[src/rtl/fpdiv_sp.sv]
// fpdiv_sp: sequential IEEE-754 single divider, radix-2 restoring, one quotient bit per clock.
// Define FPDIV_RNE_EN for round-to-nearest-even; otherwise the quotient is truncated.
module fpdiv_sp (
  input  logic        Clk,
  input  logic        Rst,
  input  logic        St,
  input  logic [31:0] FPdividend,
  input  logic [31:0] FPdivisor,
  output logic        Done,
  output logic        Ovf,
  output logic        Unf,
  output logic        Dz,
  output logic [31:0] FPquotient
);
  typedef enum logic [2:0] {IDLE, LOAD, DIV, NORM, DONE} state_t;
  state_t r_state, w_next;
  logic [31:0] r_a, r_b;
  logic [4:0] r_cnt;
  logic signed [9:0] r_exp;
  logic [23:0] r_m2;
  logic [25:0] r_r, r_q;
  logic w_s, w_e1z, w_e2z, w_ge, w_hi, w_inc, w_ovf, w_unf;
  logic [24:0] w_diff;
  logic [22:0] w_frac;
  logic [23:0] w_fr;
  logic signed [9:0] w_e, w_er;
  assign w_s    = r_a[31] ^ r_b[31];
  assign w_e1z  = r_a[30:23] == 8'd0;
  assign w_e2z  = r_b[30:23] == 8'd0;
  assign w_ge   = r_r >= {2'b0, r_m2};
  assign w_diff = r_r[24:0] - {1'b0, r_m2};
  assign w_hi   = r_q[25];
  assign w_frac = w_hi ? r_q[24:2] : r_q[23:1];
  assign w_e    = w_hi ? r_exp : r_exp - 10'sd1;
`ifdef FPDIV_RNE_EN
  logic w_g, w_st;
  assign w_g   = w_hi ? r_q[1] : r_q[0];
  assign w_st  = (w_hi & r_q[0]) | (r_r != 26'd0);
  assign w_inc = w_g & (w_st | w_frac[0]);
`else
  assign w_inc = 1'b0;
`endif
  // a rounding carry out of frac leaves frac=0 and bumps the exponent
  assign w_fr  = {1'b0, w_frac} + {23'd0, w_inc};
  assign w_er  = w_e + $signed({9'd0, w_fr[23]});
  assign w_ovf = w_er >= 10'sd255;
  assign w_unf = w_er <= 10'sd0;
  always_comb begin
    w_next = r_state;
    case (r_state)
      IDLE:    w_next = St ? LOAD : IDLE;
      LOAD:    w_next = (w_e1z | w_e2z) ? DONE : DIV;
      DIV:     w_next = (r_cnt == 5'd25) ? NORM : DIV;
      NORM:    w_next = DONE;
      DONE:    w_next = St ? DONE : IDLE;
      default: w_next = IDLE;
    endcase
  end
  always_ff @(posedge Clk or posedge Rst)
    if (Rst) r_state <= IDLE;
    else     r_state <= w_next;
  always_ff @(posedge Clk or posedge Rst) begin
    if (Rst) begin
      r_a <= '0;
      r_b <= '0;
      r_cnt <= '0;
      r_exp <= '0;
      r_m2 <= '0;
      r_r <= '0;
      r_q <= '0;
      Done <= 1'b0;
      Ovf <= 1'b0;
      Unf <= 1'b0;
      Dz <= 1'b0;
      FPquotient <= '0;
    end else begin
      case (r_state)
        IDLE: if (St) begin
          r_a <= FPdividend;
          r_b <= FPdivisor;
          FPquotient <= '0;
          Ovf <= 1'b0;
          Unf <= 1'b0;
          Dz <= 1'b0;
        end
        LOAD: begin
          r_exp <= $signed({2'b0, r_a[30:23]}) - $signed({2'b0, r_b[30:23]}) + 10'sd127;
          r_m2 <= {1'b1, r_b[22:0]};
          r_r <= {2'b0, 1'b1, r_a[22:0]};
          r_q <= '0;
          r_cnt <= '0;
          if (w_e2z) begin
            Dz <= 1'b1;
            FPquotient <= w_e1z ? 32'h7FC00000 : {w_s, 8'hFF, 23'h0};
            Done <= 1'b1;
          end else if (w_e1z) begin
            FPquotient <= {w_s, 31'h0};
            Done <= 1'b1;
          end
        end
        DIV: begin
          r_q <= {r_q[24:0], w_ge};
          r_r <= {(w_ge ? w_diff : r_r[24:0]), 1'b0};
          r_cnt <= (r_cnt == 5'd25) ? 5'd0 : r_cnt + 5'd1;
        end
        NORM: begin
          Ovf <= w_ovf;
          Unf <= ~w_ovf & w_unf;
          FPquotient <= w_ovf ? {w_s, 8'hFF, 23'h0} : w_unf ? {w_s, 31'h0} : {w_s, w_er[7:0], w_fr[22:0]};
          Done <= 1'b1;
        end
        DONE: if (!St) Done <= 1'b0;
        default: ;
      endcase
    end
  end
endmodule

[config.mk]
export PLATFORM = sky130hd
export DESIGN_NAME = fpdiv_sp
export DESIGN_NICKNAME = d
export VERILOG_FILES = /design/src/rtl/fpdiv_sp.sv
export SDC_FILE = /design/constraint.sdc
export NUM_CORES = 1
export LEC_CHECK = 0
export CAP_MARGIN = 20
export CORE_ASPECT_RATIO = 0.75
export CORE_MARGIN = 2
export CORE_UTILIZATION = 57
export DETAILED_ROUTE_END_ITERATION = 6
export HOLD_SLACK_MARGIN = 0.06
export PLACE_DENSITY_LB_ADDON = 0.12
export SLEW_MARGIN = 20
export SYNTH_ARGS = -nofsm -noshare
export SYNTH_HDL_FRONTEND = slang
export SYNTH_SLANG_ARGS = --single-unit
[constraint.sdc]
create_clock -name Clk -period 8.2 [get_ports Clk]
set_input_delay 1.64 -clock Clk [delete_from_list [all_inputs] [get_ports Clk]]
set_output_delay 1.64 -clock Clk [all_outputs]
set_load 0.02 [all_outputs]
==> flow_metrics.tcl <==
set metrics [dict create \
    ys_top_cells_by_count "nand2_1, dfrtp_1, o21ai_0" \
    synthesis.area_sq_mm 0.00989 \
    synthSimpleGateAreaFrac_pct 18.8 \
    ctsResizeCount 0 \
    slew_violations 0 \
    yosys_warnings 0 \
    postCtsHoldBufs 0 \
    setup_viol 0 \
    cts_setup_buffers 0 \
    synthAdderAreaFrac_pct 4.96 \
    wire_per_inst_microns 15.2 \
    antenna_found_initial 0 \
    synth_cells 1089 \
    dr.pass1.iters 5 \
    gp_congestion 0.823 \
    cts_root_buffer "clkbuf_16" \
    drive_gt1_share_pct 5.11 \
    synth_compound_area_share_pct 15.1 \
    crit_type "register to register" \
    clock-sinks 194 \
    crit_family "simple AND/OR/NAND/NOR gates" \
    htreeDepth 4 \
    rsz0062_at_grt "false" \
    cpPeakStageDelay_ps 550 \
    final_antenna_net_count 0 \
    slew_headroom_pct 37.1 \
    fin_skew_ps 10.7 \
    synth_area_leaders "dfrtp_1, nand2_1, ha_1, mux2i_1, o21ai_0" \
    seq_area_frac_synth_pct 49.1 \
    cts_buffers 17 \
    ys.flop_type "dfrtp_1" \
    diodes 0 \
    grt_pass1_wl_microns 36300 \
    end_kind "register" \
    fmax_mhz 279 \
    critical-path-slowest-cell "or4_4" \
    area_delta_synth_final_pct 18.3 \
    via_count 7664 \
    muxShareOfSynthArea_pct 4.46 \
    hp-class "register to register" \
    row_count 41 \
    drc 0 \
    hold_viol 0 \
    synth_most_common_cell "nand2_1" \
    cp-start-kind "register" \
    grt_pass1_vias 7326 \
    grtUsageMet2_pct 35.1 \
    fp.dieW_microns 156 \
    powerDensity_mw_per_mm2 439 \
    clock_latency_ps 430 \
    tns_ps 0 \
    io_buffers 102 \
    worstPathRequired_ps 8530 \
    maxCapViolations 0 \
    critPathArrivalTime_ps 3920 \
    clockBufferDepth 2 \
    synthArstFlopShare_pct 100 \
    synth_top_cell_area_share_pct 49.1 \
    grt_use_met1_pct 38.2 \
    synth_top_area_cell "dfrtp_1" \
    synth.avg_cell_area_sq_um 9.08 \
    gr-usage-all-layers_pct 24.2 \
    tightestPinTransition_ps 944 \
    p_leak_nw 5.46 \
    via_per_inst 5.51 \
    synth_cell_type_count 60 \
    synth_xor_area_share_pct 3.54 \
    min_period_over_period_pct 43.7 \
    path_cells "or4_4 > or3_4 > or3_1 > nor3_2 > xnor2_1 > nand3_1 > a31oi_1 > nand2_1 > o221ai_1" \
    overflow 0 \
    crit_fanout 23 \
    nets 1268 \
    synth_top_family_by_area "simple AND/OR/NAND/NOR gates" \
    outcome "completed" \
    peakVddDrop_mv 0.191 \
    pre_cts_ws_ps 4180 \
    synth_edf_count 0 \
    die_area_sq_mm 0.0184 \
    coreArea_sq_mm 0.0169 \
    io_pins 103 \
    grt-busiest-layer "met1" \
    cts_tree "yes" \
    path_clk_slew_ps 70 \
    hold-worst-slack_ps 449 \
    die_y_microns 118 \
    drt_wl_total_microns 21200 \
    ys_ff_latch 194 \
    syn-num-nets 1194 \
    setup_ws_ps 4610 \
    period_needed_ps 3590 \
    path_buf_inv 0 \
    dp_hpwl_microns 13900 \
    start_util_pct 58.4 \
    grt_max_degree 118 \
    grt_use_met3_pct 3.98 \
    drt_iter0_markers 468 \
]
-- state kept, by name (all words and copies together) (netlist names) --
signal	count
r_r	26
r_q	26
FPquotient	32
r_b	32
r_a	32
Done	1
Ovf	1
r_m2	24
Unf	1
r_exp	10
Dz	1
r_cnt	5
r_state	3
-- layout by cell type (no fill, tap or decap), types with 4 or more instances in the layout --
master and n:
and3_1 22, o31ai_1 8, a21oi_1 44, inv_1 46, or3_1 5, a21o_1 10
nor2b_1 7, or2_2 4, o21bai_1 5, nand3_1 15, a22o_1 27, nor3_1 9
o21a_1 10, inv_6 4, nor2_1 27, dfrtp_1 194, ha_1 36, nand4_1 4
clkdlybuf4s50_1 102, xnor2_1 25, nand2_1 315, xor2_1 15, a31oi_1 11, buf_4 8
clkbuf_16 17, nor4_1 7, mux2i_1 43, a211o_1 4, o21ai_0 82, o211ai_1 11
-- layer usage --
metal	up-vias	wire, microns	part of all wire, %
li1	3852	-	-
met1	3616	11100	53
met2	177	8930	42
met3	19	897	4.2
met4	0	233	1.1
met5	-	0	0
-- final timing paths --
kind / end / slack, ps / startpoint / cells after the start
max: FPquotient[22] / 4610 / r_exp[0] / 9
min: r_m2[23] / 450 / r_m2[23] / 2
max reg2reg: FPquotient[22] / 4610 / r_exp[0] / 9
min reg2reg: r_m2[23] / 450 / r_m2[23] / 2
max in group asynchronous: r_r[11] / 5000 / Rst / 3
min in group asynchronous: r_b[22] / 1770 / Rst / 2
-- layout make-up --
cell class / instances / area [sq um]
Clock buffer: 18 / 429
Multi-Input combinational cell: 792 / 4680
Clock inverter: 13 / 176
Tap cell: 215 / 269
Inverter: 47 / 184
Sequential cell: 194 / 4850
Timing Repair Buffer: 111 / 1110
Fill cell: 1316 / 5230
-- where the power goes --
| group | total (mW) | switching (mW) | internal [mW] | leakage, nW |
|---|---|---|---|---|
| Combinational | 2.70 | 1.56 | 1.14 | 2.69 |
| Sequential | 1.57 | 0.254 | 1.31 | 2.48 |
| Clock | 0.868 | 0.381 | 0.487 | 0.292 |
-- metrics by stage --
step                area [sq um]  power (mW)  std cells  util (%)
floorplan                   9890        3.62       1089         -
global placement           11100        4.16       1358      65.4
detailed placement         11100        4.22       1358      65.4
CTS                        11700        5.11       1389      69.0
global route               11700        5.58       1390      69.1
finish                     11700        5.14       1390      69.1
-- logic make-up (layout without fill, tap and decap cells) --
| kind of cell | after synthesis | in the layout |
|---|---|---|
| AO/OA/AOI/OAI | 235 | 235 |
| adder cells (fa/ha/maj) | 38 | 38 |
| flip-flops | 194 | 194 |
| AND/OR/NAND/NOR | 435 | 435 |
| XOR/XNOR | 40 | 40 |
| buffers and inverters | 103 | 189 |
| multiplexers | 44 | 44 |
-- worst min-delay path, stage by stage, from the launching register on --
cell and delay, ps:
dfrtp_1 320, inv_1 50, nand2_1 50
Power figures use the tool's default switching activity.
